`config.mk`:
```
export PLATFORM = sky130hd
export DESIGN_NAME = cache_fill_ctrl_flat
export DESIGN_NICKNAME = d
export VERILOG_FILES = /design/src/rtl/cache_fill_ctrl_pkg.sv /design/src/rtl/cache_fill_ctrl_if.sv /design/src/rtl/cache_fill_ctrl_fill_counter.sv /design/src/rtl/cache_fill_ctrl.sv /design/src/flat_wrapper.sv
export SDC_FILE = /design/constraint.sdc
export NUM_CORES = 1
export LEC_CHECK = 0
export ABC_CLOCK_PERIOD_IN_PS = 5100
export BUFFER_PORTS_ARGS = -buffer_cell sky130_fd_sc_hd__buf_2
export CAP_MARGIN = 5
export CORE_MARGIN = 2
export CORE_UTILIZATION = 32
export DETAILED_ROUTE_END_ITERATION = 12
export PLACE_DENSITY = 0.69
export SYNTH_ARGS = -nofsm -noshare
export SYNTH_HDL_FRONTEND = slang
export SYNTH_SLANG_ARGS = --single-unit
```
`constraint.sdc`:
```
create_clock -name clk -period 5.1 [get_ports clk]
set_input_delay 1.275 -clock clk [delete_from_list [all_inputs] [get_ports clk]]
set_output_delay 1.275 -clock clk [all_outputs]
set_load 0.03 [all_outputs]
```
`src/rtl/cache_fill_ctrl_pkg.sv`:
```
// Shared types and constants for the cache fill controller.
// Build option: FILL_CRITICAL_WORD_FIRST_EN (see cache_fill_ctrl.sv).
package cache_fill_ctrl_pkg;

    typedef enum logic [1:0] {
        ST_IDLE = 2'd0,
        ST_FILL = 2'd1,
        ST_DONE = 2'd2
    } fill_state_e;

    localparam int BLOCK_WORDS      = 8;
    localparam int MEM_READ_LATENCY = 4;

    localparam logic FILL_SEL_I = 1'b0;
    localparam logic FILL_SEL_D = 1'b1;

endpackage

```
`src/rtl/cache_fill_ctrl_if.sv`:
```
// Cache/memory side bundle of the fill controller; master = controller, slave = caches + memory.
interface cache_fill_ctrl_if #(
    parameter int ADDR_WIDTH = 16
);
    logic                  i_miss;
    logic [ADDR_WIDTH-1:0] i_miss_addr;
    logic                  d_miss;
    logic [ADDR_WIDTH-1:0] d_miss_addr;
    logic                  d_wr_req;
    logic [ADDR_WIDTH-1:0] d_wr_addr;
    logic [15:0]           d_wr_data;
    logic                  d_wr_ack;
    logic                  fill_we;
    logic                  fill_sel;
    logic [2:0]            fill_word_idx;
    logic [15:0]           fill_data;
    logic                  i_fill_done;
    logic                  d_fill_done;
    logic                  mem_enable;
    logic                  mem_wr;
    logic [ADDR_WIDTH-1:0] mem_addr;
    logic [15:0]           mem_data_in;
    logic [15:0]           mem_data_out;
    logic                  mem_data_valid;

    modport master (
        input  i_miss, i_miss_addr, d_miss, d_miss_addr,
        input  d_wr_req, d_wr_addr, d_wr_data,
        input  mem_data_out, mem_data_valid,
        output d_wr_ack, fill_we, fill_sel, fill_word_idx, fill_data,
        output i_fill_done, d_fill_done,
        output mem_enable, mem_wr, mem_addr, mem_data_in
    );

    modport slave (
        output i_miss, i_miss_addr, d_miss, d_miss_addr,
        output d_wr_req, d_wr_addr, d_wr_data,
        output mem_data_out, mem_data_valid,
        input  d_wr_ack, fill_we, fill_sel, fill_word_idx, fill_data,
        input  i_fill_done, d_fill_done,
        input  mem_enable, mem_wr, mem_addr, mem_data_in
    );

endinterface

```
`src/rtl/cache_fill_ctrl_fill_counter.sv`:
```
// Issue/receive counter pair for one block fill; word indices wrap modulo the block size.
module cache_fill_ctrl_fill_counter
    import cache_fill_ctrl_pkg::*;
(
    input  logic       clk,
    input  logic       rst,
    input  logic       load,
    input  logic [2:0] start,
    input  logic       issue_en,
    input  logic       recv_en,
    output logic       issue_done,
    output logic [2:0] issue_idx,
    output logic [2:0] recv_idx,
    output logic       recv_last
);

    logic [3:0] iss_q, iss_d;
    logic [3:0] rcv_q, rcv_d;
    logic [2:0] start_q, start_d;

    always_comb begin
        iss_d   = iss_q;
        rcv_d   = rcv_q;
        start_d = start_q;
        if (load) begin
            iss_d   = 4'd0;
            rcv_d   = 4'd0;
            start_d = start;
        end else begin
            if (issue_en) iss_d = iss_q + 4'd1;
            if (recv_en)  rcv_d = rcv_q + 4'd1;
        end
    end

    always_ff @(posedge clk) begin
        if (rst) begin
            iss_q   <= 4'd0;
            rcv_q   <= 4'd0;
            start_q <= 3'd0;
        end else begin
            iss_q   <= iss_d;
            rcv_q   <= rcv_d;
            start_q <= start_d;
        end
    end

    // 3-bit sums drop the carry, which is exactly the in-block wrap.
    assign issue_done = (iss_q == 4'(BLOCK_WORDS));
    assign issue_idx  = start_q + iss_q[2:0];
    assign recv_idx   = start_q + rcv_q[2:0];
    assign recv_last  = (rcv_q == 4'(BLOCK_WORDS - 1));

endmodule

```
`src/rtl/cache_fill_ctrl.sv`:
```
// Arbitrates I/D misses and D write-through stores onto a 4-cycle-read memory and streams block fills.
// Build option: FILL_CRITICAL_WORD_FIRST_EN starts each fill at the missed word instead of word 0.
module cache_fill_ctrl
    import cache_fill_ctrl_pkg::*;
#(
    parameter int ADDR_WIDTH = 16
) (
    input  logic              clk,
    input  logic              rst,
    cache_fill_ctrl_if.master bus
);

    localparam int BASE_W = ADDR_WIDTH - 4;

    fill_state_e       state_q, state_d;
    logic [BASE_W-1:0] base_q, base_d;
    logic              sel_q, sel_d;

    logic       cnt_load;
    logic [2:0] cnt_start;
    logic       issue_en;
    logic       recv_en;
    logic       issue_done;
    logic [2:0] issue_idx;
    logic [2:0] recv_idx;
    logic       recv_last;

    cache_fill_ctrl_fill_counter u_fill_counter (
        .clk        (clk),
        .rst        (rst),
        .load       (cnt_load),
        .start      (cnt_start),
        .issue_en   (issue_en),
        .recv_en    (recv_en),
        .issue_done (issue_done),
        .issue_idx  (issue_idx),
        .recv_idx   (recv_idx),
        .recv_last  (recv_last)
    );

    // Outputs are held at zero while rst is high so a reset mid-fill never leaks a stray access.
    always_comb begin
        state_d            = state_q;
        base_d             = base_q;
        sel_d              = sel_q;
        cnt_load           = 1'b0;
        cnt_start          = 3'd0;
        issue_en           = 1'b0;
        recv_en            = 1'b0;
        bus.d_wr_ack       = 1'b0;
        bus.fill_we        = 1'b0;
        bus.fill_sel       = FILL_SEL_I;
        bus.fill_word_idx  = 3'd0;
        bus.fill_data      = 16'd0;
        bus.i_fill_done    = 1'b0;
        bus.d_fill_done    = 1'b0;
        bus.mem_enable     = 1'b0;
        bus.mem_wr         = 1'b0;
        bus.mem_addr       = '0;
        bus.mem_data_in    = 16'd0;

        if (!rst) begin
            case (state_q)
                ST_IDLE: begin
                    if (bus.d_wr_req) begin
                        bus.mem_enable  = 1'b1;
                        bus.mem_wr      = 1'b1;
                        bus.mem_addr    = bus.d_wr_addr;
                        bus.mem_data_in = bus.d_wr_data;
                        bus.d_wr_ack    = 1'b1;
                    end else if (bus.d_miss) begin
                        sel_d    = FILL_SEL_D;
                        base_d   = bus.d_miss_addr[ADDR_WIDTH-1:4];
                        cnt_load = 1'b1;
`ifdef FILL_CRITICAL_WORD_FIRST_EN
                        cnt_start = bus.d_miss_addr[3:1];
`else
                        cnt_start = 3'd0;
`endif
                        state_d  = ST_FILL;
                    end else if (bus.i_miss) begin
                        sel_d    = FILL_SEL_I;
                        base_d   = bus.i_miss_addr[ADDR_WIDTH-1:4];
                        cnt_load = 1'b1;
`ifdef FILL_CRITICAL_WORD_FIRST_EN
                        cnt_start = bus.i_miss_addr[3:1];
`else
                        cnt_start = 3'd0;
`endif
                        state_d  = ST_FILL;
                    end
                end

                ST_FILL: begin
                    bus.fill_sel = sel_q;
                    if (!issue_done) begin
                        bus.mem_enable = 1'b1;
                        bus.mem_addr   = {base_q, issue_idx, 1'b0};
                        issue_en       = 1'b1;
                    end
                    // Returns arrive in issue order, so the receive index tracks the issue index.
                    if (bus.mem_data_valid) begin
                        bus.fill_we       = 1'b1;
                        bus.fill_data     = bus.mem_data_out;
                        bus.fill_word_idx = recv_idx;
                        recv_en           = 1'b1;
                        if (recv_last) begin
                            bus.d_fill_done = (sel_q == FILL_SEL_D);
                            bus.i_fill_done = (sel_q == FILL_SEL_I);
                            state_d         = ST_DONE;
                        end
                    end
                end

                ST_DONE: state_d = ST_IDLE;

                default: state_d = ST_IDLE;
            endcase
        end
    end

    always_ff @(posedge clk) begin
        if (rst) begin
            state_q <= ST_IDLE;
            base_q  <= '0;
            sel_q   <= FILL_SEL_I;
        end else begin
            state_q <= state_d;
            base_q  <= base_d;
            sel_q   <= sel_d;
        end
    end

endmodule

```
`src/flat_wrapper.sv`:
```
// flat-port wrapper written by rule: the top's interface ports become plain ports
module cache_fill_ctrl_flat import cache_fill_ctrl_pkg::*;
#(
    parameter int ADDR_WIDTH = 16
)
  (clk, rst, bus_i_miss, bus_i_miss_addr, bus_d_miss, bus_d_miss_addr, bus_d_wr_req, bus_d_wr_addr, bus_d_wr_data, bus_mem_data_out, bus_mem_data_valid, bus_d_wr_ack, bus_fill_we, bus_fill_sel, bus_fill_word_idx, bus_fill_data, bus_i_fill_done, bus_d_fill_done, bus_mem_enable, bus_mem_wr, bus_mem_addr, bus_mem_data_in);
  cache_fill_ctrl_if #(.ADDR_WIDTH(ADDR_WIDTH)) bus_i ();
  input  logic clk;
  input  logic rst;
  input wire logic [$bits(bus_i.i_miss)-1:0] bus_i_miss;
  input wire logic [$bits(bus_i.i_miss_addr)-1:0] bus_i_miss_addr;
  input wire logic [$bits(bus_i.d_miss)-1:0] bus_d_miss;
  input wire logic [$bits(bus_i.d_miss_addr)-1:0] bus_d_miss_addr;
  input wire logic [$bits(bus_i.d_wr_req)-1:0] bus_d_wr_req;
  input wire logic [$bits(bus_i.d_wr_addr)-1:0] bus_d_wr_addr;
  input wire logic [$bits(bus_i.d_wr_data)-1:0] bus_d_wr_data;
  input wire logic [$bits(bus_i.mem_data_out)-1:0] bus_mem_data_out;
  input wire logic [$bits(bus_i.mem_data_valid)-1:0] bus_mem_data_valid;
  output wire logic [$bits(bus_i.d_wr_ack)-1:0] bus_d_wr_ack;
  output wire logic [$bits(bus_i.fill_we)-1:0] bus_fill_we;
  output wire logic [$bits(bus_i.fill_sel)-1:0] bus_fill_sel;
  output wire logic [$bits(bus_i.fill_word_idx)-1:0] bus_fill_word_idx;
  output wire logic [$bits(bus_i.fill_data)-1:0] bus_fill_data;
  output wire logic [$bits(bus_i.i_fill_done)-1:0] bus_i_fill_done;
  output wire logic [$bits(bus_i.d_fill_done)-1:0] bus_d_fill_done;
  output wire logic [$bits(bus_i.mem_enable)-1:0] bus_mem_enable;
  output wire logic [$bits(bus_i.mem_wr)-1:0] bus_mem_wr;
  output wire logic [$bits(bus_i.mem_addr)-1:0] bus_mem_addr;
  output wire logic [$bits(bus_i.mem_data_in)-1:0] bus_mem_data_in;
  assign bus_i.i_miss = bus_i_miss;
  assign bus_i.i_miss_addr = bus_i_miss_addr;
  assign bus_i.d_miss = bus_d_miss;
  assign bus_i.d_miss_addr = bus_d_miss_addr;
  assign bus_i.d_wr_req = bus_d_wr_req;
  assign bus_i.d_wr_addr = bus_d_wr_addr;
  assign bus_i.d_wr_data = bus_d_wr_data;
  assign bus_i.mem_data_out = bus_mem_data_out;
  assign bus_i.mem_data_valid = bus_mem_data_valid;
  assign bus_d_wr_ack = bus_i.d_wr_ack;
  assign bus_fill_we = bus_i.fill_we;
  assign bus_fill_sel = bus_i.fill_sel;
  assign bus_fill_word_idx = bus_i.fill_word_idx;
  assign bus_fill_data = bus_i.fill_data;
  assign bus_i_fill_done = bus_i.i_fill_done;
  assign bus_d_fill_done = bus_i.d_fill_done;
  assign bus_mem_enable = bus_i.mem_enable;
  assign bus_mem_wr = bus_i.mem_wr;
  assign bus_mem_addr = bus_i.mem_addr;
  assign bus_mem_data_in = bus_i.mem_data_in;
  cache_fill_ctrl #(.ADDR_WIDTH(ADDR_WIDTH)) u_core (.clk(clk), .rst(rst), .bus(bus_i));
endmodule
```
==> results of run 1 <==
[cell type report]
cell class / count / area (um2) / share of cell area
tap: 70 / 87.6 / 0.0365
multi-input combinational: 155 / 1100 / 0.458
clock buffer: 4 / 45.0 / 0.0188
sequential: 23 / 460 / 0.192
timing repair buffer: 137 / 691 / 0.288
inverter: 5 / 18.8 / 0.00781
[cells in the mapped netlist, types with 2 or more instances]
library cell,number
and2_1,36
nand3b_1,2
o21ai_0,5
nor3_1,2
mux2i_1,12
nand3_1,4
inv_1,4
nand4b_1,2
or3_1,3
buf_6,2
nand2_1,4
dfxtp_1,23
buf_4,2
buf_2,12
ha_1,3
nor2_1,19
a211oi_2,10
a32oi_1,14
a211oi_1,2
a21oi_1,21
[path summary, 6_finish.rpt]
check                                       from                             end  slack [ps]  cells past startpoint
setup / recovery                             rst                 bus_i_fill_done        1140                      6
hold / removal    u_core.u_fill_counter.rcv_q[3]  u_core.u_fill_counter.rcv_q[3]         500                      2
setup reg to reg  u_core.u_fill_counter.iss_q[0]  u_core.u_fill_counter.iss_q[2]        3370                      5
hold reg to reg   u_core.u_fill_counter.rcv_q[3]  u_core.u_fill_counter.rcv_q[3]         500                      2
[layer usage]
layer / global-route usage / wire, um
met2: 0.295 / 2300
met5: 0 / 0
met3: 0.0367 / 358
met4: 0.0291 / 29
met1: 0.163 / 2030
[worst max-delay path: cells and delay by family]
kind	cells	cell delay (ps)
buffers and inverters	3	720
and+or+nand+nor	3	660
[flip-flops by register name (all words and copies together), names as in the netlist]
register / flops
u_core.base_q: 12
u_core.sel_q: 1
u_core.state_q: 2
u_core.u_fill_counter.iss_q: 4
u_core.u_fill_counter.rcv_q: 4
[placed cells by master, fill, tap and decap left out, types with 5 or more instances in the layout]
cell type,instances
a211oi_2,10
buf_2,135
mux2i_1,12
nor2_1,19
and2_1,36
o21ai_0,5
dfxtp_1,23
a21oi_1,21
a32oi_1,14
[through the flow]
step | hold WS [ps] | area, um2 | setup slack (ps)
after CTS | 499 | 2400 | 1140
final | 501 | 2400 | 1140
after floorplan | 459 | 1680 | 1370
after global placement | 476 | 2360 | 1170
after global routing | 528 | 2400 | 1030
after detailed placement | 487 | 2360 | 1150
[power groups by stage]
stage	clock, mW	sequential (mW)	combinational (mW)
global placement	0	0.202	0.156
finish	0.116	0.198	0.158
CTS	0.119	0.198	0.159
global route	0.126	0.199	0.171
detailed placement	0	0.202	0.158
floorplan	0	0.200	0.109
[cells by family after synthesis]
| group | count (synthesis) | share of synthesized area |
|---|---|---|
| DFF | 23 | 0.273 |
| AOI/OAI and AO/OA | 58 | 0.270 |
| muxes | 12 | 0.0713 |
| xor gates and xnor gates | 1 | 0.00520 |
| adders and majority gates | 3 | 0.0223 |
| buffers and inverters | 23 | 0.0735 |
| and+or+nand+nor | 81 | 0.285 |
==> impl_metrics.tcl, run 1 <==
set metrics [dict create \
    outcome "complete, no violations" \
    cts_setup_buffers 0 \
    drc 0 \
    yosysUniqueCellTypes 39 \
    syn_inst 201 \
    min_period_ps 3960 \
    antenna_left 0 \
    hold_buffers 0 \
    drt_iter0_drc 74 \
    slowest_stage "nand4bb_2" \
    synth_edf_count 0 \
    layoutNonFillerInstCount 394 \
    io_buffers 135 \
    setup_viol 0 \
    grt_pass1_vias 1679 \
    pwr-share-clk 0.245 \
    crit_top_cell "buf_2" \
    power_leakage_nw 1.22 \
    cts_max_level 1 \
    gp_congestion 0.721 \
    p_sw_uw 161 \
    clock_skew_ps 2.38 \
    fmax_mhz 253 \
    relSlewSlack 0.544 \
    required_ps 3830 \
    synth-seq-area-share 0.273 \
    cp-start-kind "input port" \
    synth.top_cell.area_share 0.273 \
    die_area_um2 5860 \
    routed_wl_um 4720 \
    via_per_inst 4.82 \
    clk_latency_ps 260 \
    cp.arrival_ps 2680 \
    synth_ff_type "dfxtp_1" \
    power.density_nw_per_um2 196 \
    yosys-top-cells-area "dfxtp_1 27%, and2_1 13%, a211oi_2 7.4%" \
    final.setup.tns_ps 0 \
    ioPinCount 144 \
    overflow 0 \
    hold_class "flip-flop to flip-flop" \
    finalPower_uw 471 \
    rows 26 \
    die_h_um 76.5 \
    hpwlAfterDp_um 3590 \
    synth.largest_area_cell "dfxtp_1" \
    coreArea_um2 5110 \
    grt_pass1_wl_um 7420 \
    cts_sinks 23 \
    p_comb_frac 0.335 \
    start_util 0.330 \
    antenna_cells 0 \
    dr_total_vias 1901 \
    final_util 0.470 \
    clk_pin_slew_ps 80 \
    ys_warn_count 0 \
    critical_path.cell_chain "buf_2, nand4bb_2, inv_2, nand4b_1, nor2_1, buf_2" \
    drive_above_1_share 0.491 \
    antenna_found_initial 0 \
    synthesis.area_um2 1680 \
    cts-root-buf "clkbuf_8" \
    ys_ff_latch 23 \
    cts_resized 0 \
    grtUsageTotal 0.151 \
    cts_buffer_depth 2 \
    area_growth_pct 42.6 \
    postSynthAreaPerCell_um2 8.38 \
    path_class "input port to output pin" \
    critical_path.max_fanout 23 \
    crit_path_end_kind "output pin" \
    die_width_um 76.5 \
    cts_made_buffers 3 \
    rsz0062_at_grt "no" \
    n_fill_cell 504 \
    intPower_uw 310 \
    worstMarginPinSlew_ps 683 \
    vdd_ir_drop_max_mv 0.152 \
    grt_max_degree 24 \
    cts_tree "yes" \
    maxCapViolCount 0 \
    nets 414 \
    wl_per_cell_um 12.0 \
    hold_viol 0 \
    slowest_delay_ps 390 \
    p_seq_frac 0.420 \
    swShare 0.342 \
    firstDrtPassIters 4 \
    syn_nets 290 \
    drv_slew 0 \
    fin_crit_sh 0.776 \
    dpl.cell_count 390 \
    synthArstFlopShare 0 \
]
No activity file was read; power rests on OpenSTA's default activity.
==> inputs of run 2 (changes only) <==
Settings changed: ABC_CLOCK_PERIOD_IN_PS 5100 to 3900.
Clock period 5.1 ns to 3.9 ns, I/O delays scaled along.
==> run 2 against run 1 <==
  * Clock-buffer cell count down 1
  * Worst setup slack worse by 350 ps
  * Largest power group unchanged
  * Flip-flop and latch count unchanged
  * Global-route usage up 0.14 points
  * Clock skew up 8.8 ps
  * Via count unchanged
  * Worst hold slack worse by 1.5 ps
  * Largest cell class unchanged
==> impl_metrics.tcl, run 2 (same netlist as run 1, synthesis figures left out) <==
set metrics [dict create \
    critical_path.max_fanout 20 \
    grtUsageTotal 0.152 \
    vdd_ir_drop_max_mv 0.200 \
    overflow 0 \
    routed_wl_um 4790 \
    path_class "input port to output pin" \
    maxCapViolCount 0 \
    cts_made_buffers 3 \
    cts_resized 0 \
    relSlewSlack 0.539 \
    cts_tree "yes" \
    p_seq_frac 0.422 \
    pwr-share-clk 0.241 \
    drv_slew 0 \
    via_per_inst 4.81 \
    slowest_stage "or2_2" \
    ioPinCount 144 \
    firstDrtPassIters 4 \
    cts_setup_buffers 0 \
    area_growth_pct 43.2 \
    n_fill_cell 514 \
    layoutNonFillerInstCount 395 \
    crit_path_end_kind "output pin" \
    power.density_nw_per_um2 255 \
    required_ps 2920 \
    swShare 0.342 \
    crit_top_cell "buf_2" \
    die_area_um2 5860 \
    cp-startpoint "rst" \
    final.setup.tns_ps 0 \
    dpl.cell_count 391 \
    layout_common_cells "135 x buf_2, 36 x and2_1, 23 x dfxtp_1" \
    start_util 0.330 \
    grt_max_degree 24 \
    nets 415 \
    hp-start "u_core.u_fill_counter.rcv_q[1]" \
    fin_crit_sh 0.797 \
    setup_viol 0 \
    dr_total_vias 1901 \
    cts_max_level 1 \
    clk_latency_ps 270 \
    drc 0 \
    hpwlAfterDp_um 3630 \
    largest_reg_flops 12 \
    cts_buffer_depth 2 \
    critical_path.cell_chain "buf_2, buf_4, or2_2, a21oi_1, buf_2" \
    min_period_ps 3110 \
    cp-start-kind "input port" \
    die_width_um 76.5 \
    drt_iter0_drc 73 \
    p_comb_frac 0.337 \
    antenna_cells 0 \
    fmax_mhz 322 \
    coreArea_um2 5110 \
    cts_sinks 23 \
    rsz0062_at_grt "no" \
    slowest_delay_ps 440 \
    wl_per_cell_um 12.1 \
    antenna_left 0 \
    r2r_start "u_core.state_q[0]" \
    largest_register "u_core.base_q" \
    worstMarginPinSlew_ps 691 \
    grt_pass1_wl_um 7510 \
    drive_above_1_share 0.495 \
    final_common_cell "buf_2" \
    antenna_found_initial 0 \
    whs_ps 500 \
    intPower_uw 404 \
    hold_class "flip-flop to flip-flop" \
    cts-root-buf "clkbuf_8" \
    top_regs "u_core.base_q x12, u_core.u_fill_counter.iss_q x4, u_core.u_fill_counter.rcv_q x4" \
    clk_pin_slew_ps 90 \
    cp.arrival_ps 2130 \
    gp_congestion 0.797 \
    outcome "complete, no violations" \
    grt_pass1_vias 1640 \
    die_h_um 76.5 \
    hold_viol 0 \
    hold_buffers 0 \
    p_sw_uw 210 \
    power_leakage_nw 1.23 \
    rows 26 \
    clock_skew_ps 11.2 \
    io_buffers 135 \
]
-- run 2: worst paths after layout --
path                                                  endpoint  slack [ps]  cells past startpoint
worst min register to register  u_core.u_fill_counter.rcv_q[1]         500                      2
worst max-delay path                           bus_mem_addr[3]         790                      5
worst max register to register  u_core.u_fill_counter.iss_q[2]        2180                      4
worst min-delay path            u_core.u_fill_counter.rcv_q[1]         500                      2
-- run 2: per-layer routing --
layer | part of all wire | track usage
met4 | 0.0081 | 0.0382
met2 | 0.48 | 0.266
met1 | 0.44 | 0.184
met5 | 0 | 0
met3 | 0.076 | 0.0403
-- run 2: final cells by class --
cell class                 instances  area, um2  share of cell area
multi-input combinational        155       1100               0.456
tap                               70       87.6              0.0363
sequential                        23        460               0.191
timing repair buffer             138        698               0.290
clock buffer                       3       41.3              0.0171
clock inverter                     1       5.00             0.00208
inverter                           5       18.8             0.00778
-- run 2: power by group through the flow --
stage	Sequential (mW)	Clock, mW	Combinational [mW]
CTS	0.259	0.152	0.208
global route	0.261	0.165	0.224
floorplan	0.261	0	0.143
global placement	0.264	0	0.205
detailed placement	0.264	0	0.207
finish	0.259	0.148	0.207
-- run 2: critical path, delay by kind of cell --
| family | cells | cell delay, ps |
|---|---|---|
| AO/OA/AOI/OAI | 1 | 170 |
| buffers and inverters | 3 | 530 |
| AND/OR/NAND/NOR | 1 | 440 |
-- run 2: metrics by stage --
stage               setup slack [ps]  power [mW]  cell area [um2]  utilization
floorplan                        774       0.404             1680            -
global placement                 800       0.469             2360        0.463
detailed placement               786       0.471             2360        0.463
CTS                              783       0.619             2410        0.472
global route                     641       0.650             2410        0.472
finish                           793       0.614             2410        0.472
==> inputs of run 3 (changes only) <==
Settings changed: ABC_CLOCK_PERIOD_IN_PS 3900 to 3200.
Clock period 3.9 ns to 3.2 ns, I/O delays scaled along.
==> run 3 against run 2 <==
  * Cell area grew 0.57%
  * Combinational power grew 24%
  * Largest cell class unchanged
  * Clock-buffer cell count grew 1
==> impl_metrics.tcl, run 3 (same netlist as run 1, synthesis figures left out) <==
set metrics [dict create \
    crit_path_end_kind "output pin" \
    cts-root-buf "clkbuf_8" \
    largest_reg_flops 12 \
    critical_path.cell_chain "inv_1, ha_1, nand3b_1, a32oi_1, nor2_1, buf_2" \
    final_area_um2 2420 \
    routed_wl_um 4910 \
    fin_crit_sh 0.874 \
    cts_tree "yes" \
    path_class "flip-flop to output pin" \
    grt_pass1_vias 1737 \
    final.setup.tns_ps 0 \
    grtUsageTotal 0.159 \
    slowest_delay_ps 520 \
    drt_iter0_drc 66 \
    hold_buffers 0 \
    crit_family "simple AND/OR/NAND/NOR gates" \
    antenna_left 0 \
    dpl.cell_count 393 \
    power.density_nw_per_um2 310 \
    cts_sinks 23 \
    layoutNonFillerInstCount 397 \
    drc 0 \
    clock_skew_ps 2.32 \
    via_per_inst 4.84 \
    final_common_cell "buf_2" \
    cts_made_buffers 3 \
    maxCapViolCount 0 \
    grt_pass1_wl_um 7780 \
    largest_register "u_core.base_q" \
    hpwlAfterDp_um 3760 \
    antenna_cells 0 \
    top_regs "u_core.base_q x12, u_core.u_fill_counter.iss_q x4, u_core.u_fill_counter.rcv_q x4" \
    layout_common_cells "135 x buf_2, 36 x and2_1, 23 x dfxtp_1" \
    io_buffers 135 \
    start_util 0.330 \
    dr_total_vias 1920 \
    finalPower_uw 751 \
    die_width_um 76.5 \
    die_area_um2 5860 \
    area_growth_pct 44.0 \
    antenna_found_initial 0 \
    relSlewSlack 0.520 \
    drv_slew 0 \
    rows 26 \
    ioPinCount 144 \
    fmax_mhz 358 \
    cts_setup_buffers 0 \
    clk_pin_slew_ps 80 \
    nets 417 \
    outcome "complete, no violations" \
    final_util 0.475 \
    cts_resized 0 \
    clk_latency_ps 260 \
    worstMarginPinSlew_ps 719 \
    vdd_ir_drop_max_mv 0.181 \
    cp.arrival_ps 2000 \
    cts_buffer_depth 2 \
    rsz0062_at_grt "no" \
    drive_above_1_share 0.495 \
    grt_max_degree 24 \
    critical_path.max_fanout 18 \
    die_h_um 76.5 \
    overflow 0 \
    hold_class "flip-flop to flip-flop" \
    hold_viol 0 \
    worst-path-buf-inv 2 \
    cts_max_level 1 \
    coreArea_um2 5110 \
    setup_viol 0 \
    slowest_stage "nand3b_1" \
    power_leakage_nw 1.23 \
    n_fill_cell 516 \
    firstDrtPassIters 4 \
    wl_per_cell_um 12.4 \
    cp-start-kind "flip-flop" \
    required_ps 2400 \
    gp_congestion 0.754 \
    min_period_ps 2800 \
    detailed_place.area_um2 2380 \
]
==> run 3: cell types whose count changed in the layout (fill, tap and decap cells not counted) <==
| cell | before | now |
|---|---|---|
| clkbuf_1 | 0 | 1 |
| clkinv_2 | 1 | 0 |
| buf_4 | 3 | 5 |
==> run 3: area by class of cell <==
| type | instances | area, um2 | area share |
|---|---|---|---|
| clock buffer | 4 | 45.0 | 0.0186 |
| inverter | 5 | 18.8 | 0.00774 |
| multi-input combinational | 155 | 1100 | 0.454 |
| sequential | 23 | 460 | 0.190 |
| tap | 70 | 87.6 | 0.0361 |
| timing repair buffer | 140 | 713 | 0.294 |
==> run 3: routing by layer <==
metal  wire length, um  part of all wire  GRT usage  up-vias
met5                 0                 0          0        -
met4                38            0.0077     0.0491        0
met3               413             0.084     0.0403        4
met2              2330              0.48      0.287      104
met1              2130              0.43      0.184      839
li1                  -                 -          -      973
==> run 3: worst paths after layout <==
kind / startpoint / to / slack (ps) / cells after the start
setup reg to reg: u_core.u_fill_counter.iss_q[0] / u_core.u_fill_counter.iss_q[2] / 1520 / 5
hold / removal: u_core.u_fill_counter.rcv_q[1] / u_core.u_fill_counter.rcv_q[1] / 500 / 2
hold reg to reg: u_core.u_fill_counter.rcv_q[1] / u_core.u_fill_counter.rcv_q[1] / 500 / 2
setup / recovery: u_core.u_fill_counter.iss_q[0] / bus_mem_addr[12] / 400 / 6
==> run 3: worst min-delay path: stages, from the launching register on <==
cell and delay [ps]:
dfxtp_1 340, nand2_1 60, a21oi_1 60
==> run 3: power by group <==
part | switching, mW | leakage [nW] | internal, mW | total (mW)
clock network | 0.0911 | 0.0228 | 0.0888 | 0.180
registers | 0.0128 | 0.188 | 0.303 | 0.316
logic | 0.151 | 1.02 | 0.105 | 0.256
total | 0.255 | 1.23 | 0.496 | 0.751
==> run 3: per-stage QoR <==
stage,worst slack (ps),hold slack [ps]
after floorplan,424,459
after global placement,444,475
after detailed placement,432,493
after CTS,403,503
after global routing,219,529
final,404,502
